[src/rtl/tour_pkg.sv]
// Shared types and constants for the tour command sequencer and its queue.
package tour_pkg;

  localparam int unsigned CMD_W = 16;

  localparam logic [7:0] MID_RESP_DEF = 8'h5A;
  localparam logic [7:0] ACK_RESP_DEF = 8'hA5;

  typedef enum logic [2:0] {
    ST_IDLE,
    ST_ISSUE,
    ST_WAIT_SNT,
    ST_WAIT_RESP,
    ST_DONE
  } state_t;

  typedef enum logic [1:0] {
    ERR_NONE  = 2'd0,
    ERR_MID   = 2'd1,
    ERR_FINAL = 2'd2,
    ERR_TMO   = 2'd3
  } err_t;

endpackage

[src/rtl/tour_cmd_queue.sv]
// Command queue: DEPTH entries of {cmd, nresp}, append-only write pointer,
// random read by index. Contents persist until clr or rst drops the count.
module tour_cmd_queue
  import tour_pkg::*;
#(
  parameter int unsigned DEPTH = 8,
  parameter int unsigned W     = 22,
  localparam int unsigned IW   = $clog2(DEPTH),
  localparam int unsigned CW   = IW + 1
) (
  input  logic          clk,
  input  logic          rst,
  input  logic          clr,
  input  logic          wr_en,
  input  logic [W-1:0]  wr_data,
  input  logic [IW-1:0] rd_idx,
  output logic [W-1:0]  rd_data,
  output logic [CW-1:0] count,
  output logic          full
);

  logic [W-1:0] mem [DEPTH];
  logic         push;

  assign full    = (count == CW'(DEPTH));
  assign push    = wr_en && !full && !clr;
  assign rd_data = mem[rd_idx];

  always_ff @(posedge clk or posedge rst) begin
    if (rst)       count <= '0;
    else if (clr)  count <= '0;
    else if (push) count <= count + CW'(1);
  end

  always_ff @(posedge clk) begin
    if (push) mem[count[IW-1:0]] <= wr_data;
  end

endmodule

[src/rtl/tour_cmd_sequencer.sv]
// Replays a queue of RemoteComm commands, checking each command's response
// bytes and reporting pass / first error with a per-command idle timeout.
module tour_cmd_sequencer
  import tour_pkg::*;
#(
  parameter int unsigned DEPTH    = 8,
  parameter int unsigned RESP_W   = 6,
  parameter int unsigned TMO_W    = 24,
  parameter logic [7:0]  MID_RESP = MID_RESP_DEF,
  parameter logic [7:0]  ACK_RESP = ACK_RESP_DEF,
  localparam int unsigned IW      = $clog2(DEPTH)
) (
  input  logic              clk,
  input  logic              rst,
  input  logic              clr,
  input  logic              wr_en,
  input  logic [15:0]       wr_cmd,
  input  logic [RESP_W-1:0] wr_nresp,
  output logic              full,
  input  logic              start,
  output logic [15:0]       cmd,
  output logic              snd_cmd,
  input  logic              cmd_snt,
  input  logic              resp_rdy,
  input  logic [7:0]        resp,
  output logic              busy,
  output logic              done,
  output logic              pass,
  output logic [1:0]        err_code,
  output logic [IW-1:0]     err_idx
);

  localparam int unsigned CW = IW + 1;
  localparam int unsigned QW = CMD_W + RESP_W;
  localparam logic [TMO_W-1:0] TMO_LAST = {{(TMO_W-1){1'b1}}, 1'b0};

  state_t            state;
  logic [IW-1:0]     idx;
  logic [RESP_W-1:0] remaining;
  logic [TMO_W-1:0]  tmo;

  logic [QW-1:0]     q_rd_data;
  logic [CW-1:0]     q_count;
  logic [CMD_W-1:0]  entry_cmd;
  logic [RESP_W-1:0] entry_nresp;
  logic              wr_ok;
  logic              is_last;

  logic              resp_final;
  logic              resp_good;
  logic              ev_adv;
  logic              ev_fail;
  err_t              fail_code;
  logic              go_wait;
  logic              tmo_clr;
  logic [RESP_W-1:0] rem_next;

  assign wr_ok       = wr_en && !start && !clr && (state == ST_IDLE || state == ST_DONE);
  assign entry_cmd   = q_rd_data[QW-1:RESP_W];
  assign entry_nresp = q_rd_data[RESP_W-1:0];
  assign is_last     = ({1'b0, idx} == q_count - CW'(1));

  tour_cmd_queue #(
    .DEPTH (DEPTH),
    .W     (QW)
  ) u_queue (
    .clk     (clk),
    .rst     (rst),
    .clr     (clr),
    .wr_en   (wr_ok),
    .wr_data ({wr_cmd, wr_nresp}),
    .rd_idx  (idx),
    .rd_data (q_rd_data),
    .count   (q_count),
    .full    (full)
  );

  // A response arriving together with cmd_snt is judged against the entry's
  // full count, since remaining has not been loaded yet.
  assign resp_final = (state == ST_WAIT_SNT) ? (entry_nresp == RESP_W'(1))
                                             : (remaining == RESP_W'(1));
  assign resp_good  = (resp == (resp_final ? ACK_RESP : MID_RESP));

  always_comb begin
    ev_adv    = 1'b0;
    ev_fail   = 1'b0;
    fail_code = ERR_NONE;
    go_wait   = 1'b0;
    tmo_clr   = 1'b0;
    rem_next  = remaining;
    case (state)
      ST_WAIT_SNT: begin
        if (cmd_snt) begin
          tmo_clr = 1'b1;
          if (entry_nresp == '0) begin
            ev_adv = 1'b1;
          end else if (resp_rdy) begin
            if (!resp_good) begin
              ev_fail   = 1'b1;
              fail_code = resp_final ? ERR_FINAL : ERR_MID;
            end else if (resp_final) begin
              ev_adv = 1'b1;
            end else begin
              go_wait  = 1'b1;
              rem_next = entry_nresp - RESP_W'(1);
            end
          end else begin
            go_wait  = 1'b1;
            rem_next = entry_nresp;
          end
        end else if (resp_rdy) begin
          tmo_clr = 1'b1;
        end else if (tmo == TMO_LAST) begin
          ev_fail   = 1'b1;
          fail_code = ERR_TMO;
        end
      end
      ST_WAIT_RESP: begin
        if (resp_rdy) begin
          tmo_clr = 1'b1;
          if (!resp_good) begin
            ev_fail   = 1'b1;
            fail_code = resp_final ? ERR_FINAL : ERR_MID;
          end else if (resp_final) begin
            ev_adv = 1'b1;
          end else begin
            rem_next = remaining - RESP_W'(1);
          end
        end else if (cmd_snt) begin
          tmo_clr = 1'b1;
        end else if (tmo == TMO_LAST) begin
          ev_fail   = 1'b1;
          fail_code = ERR_TMO;
        end
      end
      default: ;
    endcase
  end

  always_ff @(posedge clk or posedge rst) begin
    if (rst) begin
      state     <= ST_IDLE;
      idx       <= '0;
      remaining <= '0;
      tmo       <= '0;
      cmd       <= '0;
      snd_cmd   <= 1'b0;
      busy      <= 1'b0;
      done      <= 1'b0;
      pass      <= 1'b0;
      err_code  <= ERR_NONE;
      err_idx   <= '0;
    end else begin
      snd_cmd <= 1'b0;
      if (clr) begin
        state    <= ST_IDLE;
        busy     <= 1'b0;
        done     <= 1'b0;
        pass     <= 1'b0;
        err_code <= ERR_NONE;
        err_idx  <= '0;
      end else begin
        case (state)
          ST_IDLE, ST_DONE: begin
            if (start) begin
              idx      <= '0;
              err_code <= ERR_NONE;
              err_idx  <= '0;
              pass     <= (q_count == '0);
              done     <= (q_count == '0);
              busy     <= (q_count != '0);
              state    <= (q_count == '0) ? ST_DONE : ST_ISSUE;
            end
          end
          ST_ISSUE: begin
            cmd     <= entry_cmd;
            snd_cmd <= 1'b1;
            tmo     <= '0;
            state   <= ST_WAIT_SNT;
          end
          ST_WAIT_SNT, ST_WAIT_RESP: begin
            remaining <= rem_next;
            tmo       <= tmo_clr ? '0 : tmo + TMO_W'(1);
            if (ev_fail) begin
              state    <= ST_DONE;
              busy     <= 1'b0;
              done     <= 1'b1;
              pass     <= 1'b0;
              err_code <= fail_code;
              err_idx  <= idx;
            end else if (ev_adv) begin
              if (is_last) begin
                state <= ST_DONE;
                busy  <= 1'b0;
                done  <= 1'b1;
                pass  <= 1'b1;
              end else begin
                idx   <= idx + IW'(1);
                state <= ST_ISSUE;
              end
            end else if (go_wait) begin
              state <= ST_WAIT_RESP;
            end
          end
          default: state <= ST_IDLE;
        endcase
      end
    end
  end

endmodule

[config.mk]
export PLATFORM = sky130hd
export DESIGN_NAME = tour_cmd_sequencer
export DESIGN_NICKNAME = d
export VERILOG_FILES = /design/src/rtl/tour_pkg.sv /design/src/rtl/tour_cmd_queue.sv /design/src/rtl/tour_cmd_sequencer.sv
export SDC_FILE = /design/constraint.sdc
export NUM_CORES = 1
export LEC_CHECK = 0
export BUFFER_PORTS_ARGS = -buffer_cell sky130_fd_sc_hd__buf_4
export CORE_UTILIZATION = 60
export DETAILED_ROUTE_END_ITERATION = 6
export PLACE_DENSITY = 0.81
export RECOVER_POWER = 100
export SYNTH_ARGS = -nofsm -noshare
export SYNTH_HDL_FRONTEND = slang
export SYNTH_SLANG_ARGS = --single-unit
[constraint.sdc]
create_clock -name clk -period 4.4 [get_ports clk]
set_input_delay 0 -clock clk [delete_from_list [all_inputs] [get_ports clk]]
set_output_delay 0 -clock clk [all_outputs]
set_load 0.01 [all_outputs]
Word level (Yosys, flattened, before mapping)
Memories as Yosys holds them, arrays and structs flattened.
Cells that the tools add are included.
{"block": "totals", "reg_bits": 65, "latch_bits": 0, "mem_bits_rw": 176, "rom_bits": 0, "in_bits": 37, "out_inout_bits": 26, "mem_count": 1}
{"name": "u_queue.mem", "words": 8, "word_bits": 22, "rd": 1, "rd_clocked_by_memory_dff": 0, "write_ports": 1, "line": "tour_cmd_queue.sv:22", "text": "logic [W-1:0] mem [DEPTH];"}
{"block": "op_classes", "add_sub_neg": 6, "n_mul": 0, "n_div": 0, "order_cmp": 0, "eq_ne": 26, "shifts": 0, "n_mux": 90, "n_bitwise": 1, "reduce_logical": 27}
{"op": "6-bit two-way mux", "count": 8}
{"op": "24-bit case mux with 2 select lines", "count": 1}
{"op": "1-bit two-way mux", "count": 40}
{"op": "3-bit two-way mux", "count": 13}
{"op": "24-bit by 1-bit adder with 24-bit output (second input constant)", "count": 1}
{"op": "24-bit equality test (second input constant)", "count": 1}
{"op": "2-bit two-way mux", "count": 12}
{"op": "24-bit two-way mux", "count": 1}
{"op": "2-bit inequality test (second input constant)", "count": 9}
{"op": "6-bit by 1-bit equality test with 1-bit output (second input constant)", "count": 2}
{"op": "3-bit inequality test (second input constant)", "count": 4}
{"op": "1-bit case mux with 2 select lines", "count": 6}
{"op": "3-bit case mux with 2 select lines", "count": 2}
{"op": "6-bit case mux with 2 select lines", "count": 1}
{"op": "6-bit by 1-bit subtractor with 6-bit output (second input constant)", "count": 2}
{"op": "10-bit AND reduction", "count": 1}
{"op": "3-bit case mux with 3 select lines", "count": 1}
{"op": "8-bit equality test", "count": 1}
{"op": "4-bit two-way mux", "count": 2}
{"op": "8-bit two-way mux", "count": 1}
{"op": "4-bit inequality test (second input constant)", "count": 2}
{"op": "2-bit case mux with 2 select lines", "count": 2}
{"op": "2-bit nonzero test", "count": 4}
{"op": "3-bit by 2-bit equality test with 1-bit output (second input constant)", "count": 2}
{"op": "22 further kinds", "count": 31}

Depth between registers and ports, before layout
An unclocked memory read counts as a cell.
{"block": "depth", "depth_word": 15, "mapped_depth": 12}

Cells and area by module
A second synthesis with hierarchy kept.
{"block": "unflattened", "cells_unflattened": 644, "hier_area_um2": 10426.2}
{"mod": "tour_cmd_queue", "n_inst": 1, "cells_per_inst": 293, "area_per_inst_um2": 7026.7}
{"mod": "tour_cmd_sequencer", "n_inst": 1, "cells_per_inst": 351, "area_per_inst_um2": 3399.5}

Least setup slack after synthesis
Ideal clock, no wire load.
{"block": "synth_timing", "path_type": "register -> register", "from": "register idx[0]", "to": "register idx[0]", "arrival_ns": 3.469, "required_time_ns": 4.272, "setup_slack_ns": 0.803, "path_stages_with_launch": 11, "n_path_buf": 2, "synth_period_minus_slack_ns": 3.597, "cell_sequence": "dfrtp_1 -> buf_6 -> buf_1 -> mux4_2 -> mux2i_1 -> ha_1 -> inv_1 -> o41ai_4 -> o31ai_2 -> a221o_1 -> mux2_1"}
{"block": "synth_between", "elab_chain_cells": 12, "elab_cells_between_ends": 28}
{"item": "start: declaration", "line": "tour_cmd_sequencer.sv:38", "text": "logic [IW-1:0] idx;"}
{"item": "start signal: assignment", "line": "tour_cmd_sequencer.sv:198", "text": "idx <= idx + IW'(1);"}
{"item": "memory read 8 x 22 bit"}
{"item": "6-bit by 1-bit equality test with 1-bit output", "line": "tour_cmd_sequencer.sv:80", "text": "assign resp_final = (state == ST_WAIT_SNT) ? (entry_nresp == RESP_W'(1))"}
{"item": "1-bit two-way mux", "line": "tour_cmd_sequencer.sv:80"}
{"item": "8-bit two-way mux", "line": "tour_cmd_sequencer.sv:82", "text": "assign resp_good = (resp == (resp_final ? ACK_RESP : MID_RESP));"}
{"item": "8-bit equality test", "line": "tour_cmd_sequencer.sv:82"}
{"item": "1-bit two-way mux, on equally long branches", "line": "tour_cmd_sequencer.sv:98, tour_cmd_sequencer.sv:121"}
{"item": "1-bit two-way mux, on equally long branches", "line": "tour_cmd_sequencer.sv:97, tour_cmd_sequencer.sv:119"}
{"item": "1-bit two-way mux", "line": "tour_cmd_sequencer.sv:95", "text": "if (entry_nresp == '0) begin"}
{"item": "1-bit two-way mux", "line": "tour_cmd_sequencer.sv:93", "text": "if (cmd_snt) begin"}
{"item": "1-bit case mux with 2 select lines", "line": "tour_cmd_sequencer.sv:91", "text": "case (state)"}
{"item": "2-bit inequality test (no source line)"}
{"item": "6-bit AND reduction (no source line)"}
Parallel ways exist; a longest one is shown, timed or not. The select of a mux whose other input is x is not followed.
A chain may end at the register's enable or synchronous reset.

Final worst setup path
{"block": "layout_timing", "from": "register idx[1]", "to": "register busy"}
{"block": "layout_between", "elab_chain_cells": 13, "elab_cells_between_ends": 25}
{"item": "memory read 8 x 22 bit"}
{"item": "6-bit by 1-bit equality test with 1-bit output", "line": "tour_cmd_sequencer.sv:80"}
{"item": "1-bit two-way mux", "line": "tour_cmd_sequencer.sv:80"}
{"item": "8-bit two-way mux", "line": "tour_cmd_sequencer.sv:82"}
{"item": "8-bit equality test", "line": "tour_cmd_sequencer.sv:82"}
{"item": "1-bit two-way mux", "line": "tour_cmd_sequencer.sv:98, tour_cmd_sequencer.sv:121"}
{"item": "1-bit two-way mux", "line": "tour_cmd_sequencer.sv:97", "text": "end else if (resp_rdy) begin"}
{"item": "1-bit two-way mux", "line": "tour_cmd_sequencer.sv:95"}
{"item": "1-bit two-way mux", "line": "tour_cmd_sequencer.sv:93"}
{"item": "1-bit case mux with 2 select lines", "line": "tour_cmd_sequencer.sv:91"}
{"item": "1-bit two-way mux", "line": "tour_cmd_sequencer.sv:184", "text": "if (ev_fail) begin"}
{"item": "1-bit case mux with 2 select lines", "line": "tour_cmd_sequencer.sv:163", "text": "case (state)"}
{"item": "1-bit two-way mux", "line": "tour_cmd_sequencer.sv:155", "text": "if (clr) begin"}
{"item": "end signal: assignment", "line": "tour_cmd_sequencer.sv:171", "text": "busy <= (q_count != '0);"}
{"item": "end: declaration", "line": "tour_cmd_sequencer.sv:26", "text": "output logic busy,"}
Parallel ways exist; a longest one is shown, timed or not.

==> metrics.cfg <==
[synthesis]
synth-compound-area-share_pct = 5.92
avgSynthCellArea_um2 = 15.3
yosys.area_share.simple_pct = 9.09
ys_top_cells_by_area = edfxtp_1, dfrtp_1, mux4_2, nor2_1, mux2i_1
synth_top_family_by_area = multiplexers
synth_seq_cells = 241
synth.distinct_cells = 67
yosysTopAreaCell = edfxtp_1
synth_xor_area_share_pct = 2.30
synth_top_cell_area_share_pct = 51.3
syn-cell-area_mm2 = 0.0103
synth_fa_ha_area_share_pct = 1.21
ys_seq_area_share_pct = 67.1
synthMuxAreaShare_pct = 12.7
synthCells = 672
async_reset_ff_share_pct = 27.0
synth_edf_count = 176
synth-main-ff-cell = edfxtp_1
synth_nets = 719
ys_warn_count = 0

[route]
ant_nets = 0
first_pass_iters = 5
via_per_inst = 6.15
drtIter0Drc = 497
route.detailed.drc = 0
vias = 6185
avgRoutedWirePerCell_um = 21.3
drt-total-wl_mm = 21.5

[power]
p_seq_share_pct = 51.0
total_power_mw = 5.13
vdd_drop_max_mv = 0.388
p_leak_nw = 4.13
p_sw_mw = 1.21
power_density_mw_per_mm2 = 432
p_int_mw = 3.92
p_clk_share_pct = 40.6
combPwrFrac_pct = 8.4
p_sw_share_pct = 23.6

[finish]
stdcell_count = 1006
diodes = 0
fin_area_mm2 = 0.0119
finalNetCount = 814
n_fill_cell = 1112
area.growth.synth_to_final_pct = 15.4
seqCellArea_mm2 = 0.00691
drive_above_1_share_pct = 15.9
multiInputGateArea_mm2 = 0.00321

[floorplan]
io_pins = 63
rows = 47
chipHeight_um = 133
die_x_um = 133
start_util_pct = 61.7
coreArea_mm2 = 0.0167
die-area_mm2 = 0.0177

[timing]
finalClockSkew_ps = 21.1
fin_crit_sh_pct = 90.9
rsz0062_at_grt = false
finalSetupTns_ps = 0
fmax_mhz = 250
slew_viol_final = 111
hold_viol_final = 0
slew_headroom_pct = -62.4
setup_viol = 0
min_period_ps = 4000
tightest_slew_ps = 2440

[grt]
grt_max_degree = 41
grt_pass1_vias = 6360
grt_antenna_before_repair = 0
grt_usage_pct = 25.5
grt_pass1_wl_mm = 34.5
grt.overflow.total = 0

[placed_design]
post-dp-hpwl_mm = 12.7
io_buffers = 62
dp_cells = 932
dpl_cell_area_mm2 = 0.0110
finalWeightedCongestion = 0.898

[clock_tree]
clk_pin_slew_worst_paths_ps = 60
cts_tree = yes
ctsResizeCount = 0
htreeDepth = 1
holdBufCountCts = 28
root_buffer = clkbuf_16
cts_buffers = 25
cts_setup_buffers = 0
clk_latency_ps = 540
clock-sinks = 241
clk_path_buf_depth = 3

[run_status]
violations = max-capacitance violations, max-slew violations
status = finished with violations

[setup_path]
cp.arrival_ps = 4410
worstSetupEndpointType = flop
criticalPathCategory = reg -> reg
crit_required_ps = 4810
worstSetupStartpointType = flop
crit_path_max_fanout = 27

[min_path]
min_path_type = in -> reg

[flow_run]
maxCapViolCount = 5

[final cells by class]
type	instances	area share, %
Multi-Input combinational cell	386	27.0
Inverter	16	0.505
Clock buffer	30	5.59
Clock inverter	16	1.26
Timing Repair Buffer	97	5.14
Sequential cell	241	58.2
Tap cell	220	2.32
[cells in the mapped netlist (2+ instances only)]
cell type	count
edfxtp_1	176
nor2_1	74
dfrtp_1	65
mux4_2	44
nand2_1	37
a21oi_1	28
mux2i_1	22
xor2_1	21
clkbuf_1	19
nand3_1	19
inv_1	15
o21ai_0	12
nand4_1	11
ha_1	10
buf_1	7
nor3_1	7
nand2b_1	6
xnor2_1	6
a31oi_1	5
o21ai_1	5
and4_1	4
nor4_1	4
o2bb2ai_1	4
o31ai_1	4
or2_2	4
or3_1	4
or4_1	4
or4bb_1	4
a211oi_1	3
a2bb2oi_1	3
mux2_1	3
o211ai_1	3
and3b_1	2
buf_2	2
mux2i_4	2
o41ai_1	2
[sequential cells by signal (all words and copies together) (netlist names)]
name / count
busy: 1
cmd: 16
done: 1
err_code: 2
err_idx: 3
idx: 3
pass: 1
remaining: 6
snd_cmd: 1
state: 3
tmo: 24
u_queue.count: 4
u_queue.mem: 176
[worst max-delay path, stage by stage (launching register included)]
cell and delay [ps]:
dfrtp_2 830, mux4_2 610, mux2i_1 240, nand3_1 370, o2111a_1 420, or4_1 640
nand4_1 150, a21oi_1 70, dlygate4sd3_1 550
[power by group through the flow]
stage	registers, mW	clock network (mW)	logic (mW)
3_3_place_gp	2.66	0	0.469
5_1_grt	2.63	2.21	0.475
6_report	2.62	2.08	0.430
3_5_place_dp	2.66	0	0.484
4_1_cts	2.62	2.12	0.508
2_1_floorplan	2.69	0	0.222
[cell usage in the layout, fill, tap and decap left out, types with 20 or more instances in the layout]
cell / n
clkbuf_1: 53
clkbuf_16: 25
nor2_1: 66
nand2_1: 37
mux4_2: 44
nand3_1: 20
edfxtp_1: 176
mux2i_1: 22
xor2_1: 21
dfrtp_1: 63
a21oi_1: 28
dlygate4sd3_1: 28
[through the flow]
step / hold slack [ps] / setup WS [ps] / util [%]
floorplan: 98.9 / 803 / -
global placement: 74.5 / 916 / 66.1
detailed placement: 93.1 / 841 / 66.1
CTS: 5.87 / 512 / 72.7
global route: 36.3 / 210 / 71.1
finish: 22.1 / 402 / 71.1
[cells by family after synthesis]
group	after synthesis
xor gates and xnor gates	27
muxes	72
adders and majority gates	10
DFF	241
and+or+nand+nor	189
buffers and inverters	45
AOI/OAI and AO/OA	88
[path summary, 6_finish.rpt]
check,start,to,slack [ps],cells past startpoint
worst max-delay path,idx[1],busy,400,8
worst min-delay path,resp_rdy,err_code[1],20,4
worst max register to register,idx[1],busy,400,8
worst min register to register,tmo[23],tmo[23],500,1
max in group asynchronous,rst,idx[1],1150,4
min in group asynchronous,rst,cmd[11],260,3
[layer usage]
metal	GRT usage, %	share of wire (%)	up-vias
met5	0	0	-
met4	6.77	2.1	0
met3	4.33	6.5	38
met2	43.3	51	249
met1	34.3	40	3107
li1	-	-	2791
No activity file was read; power rests on OpenSTA's default activity.
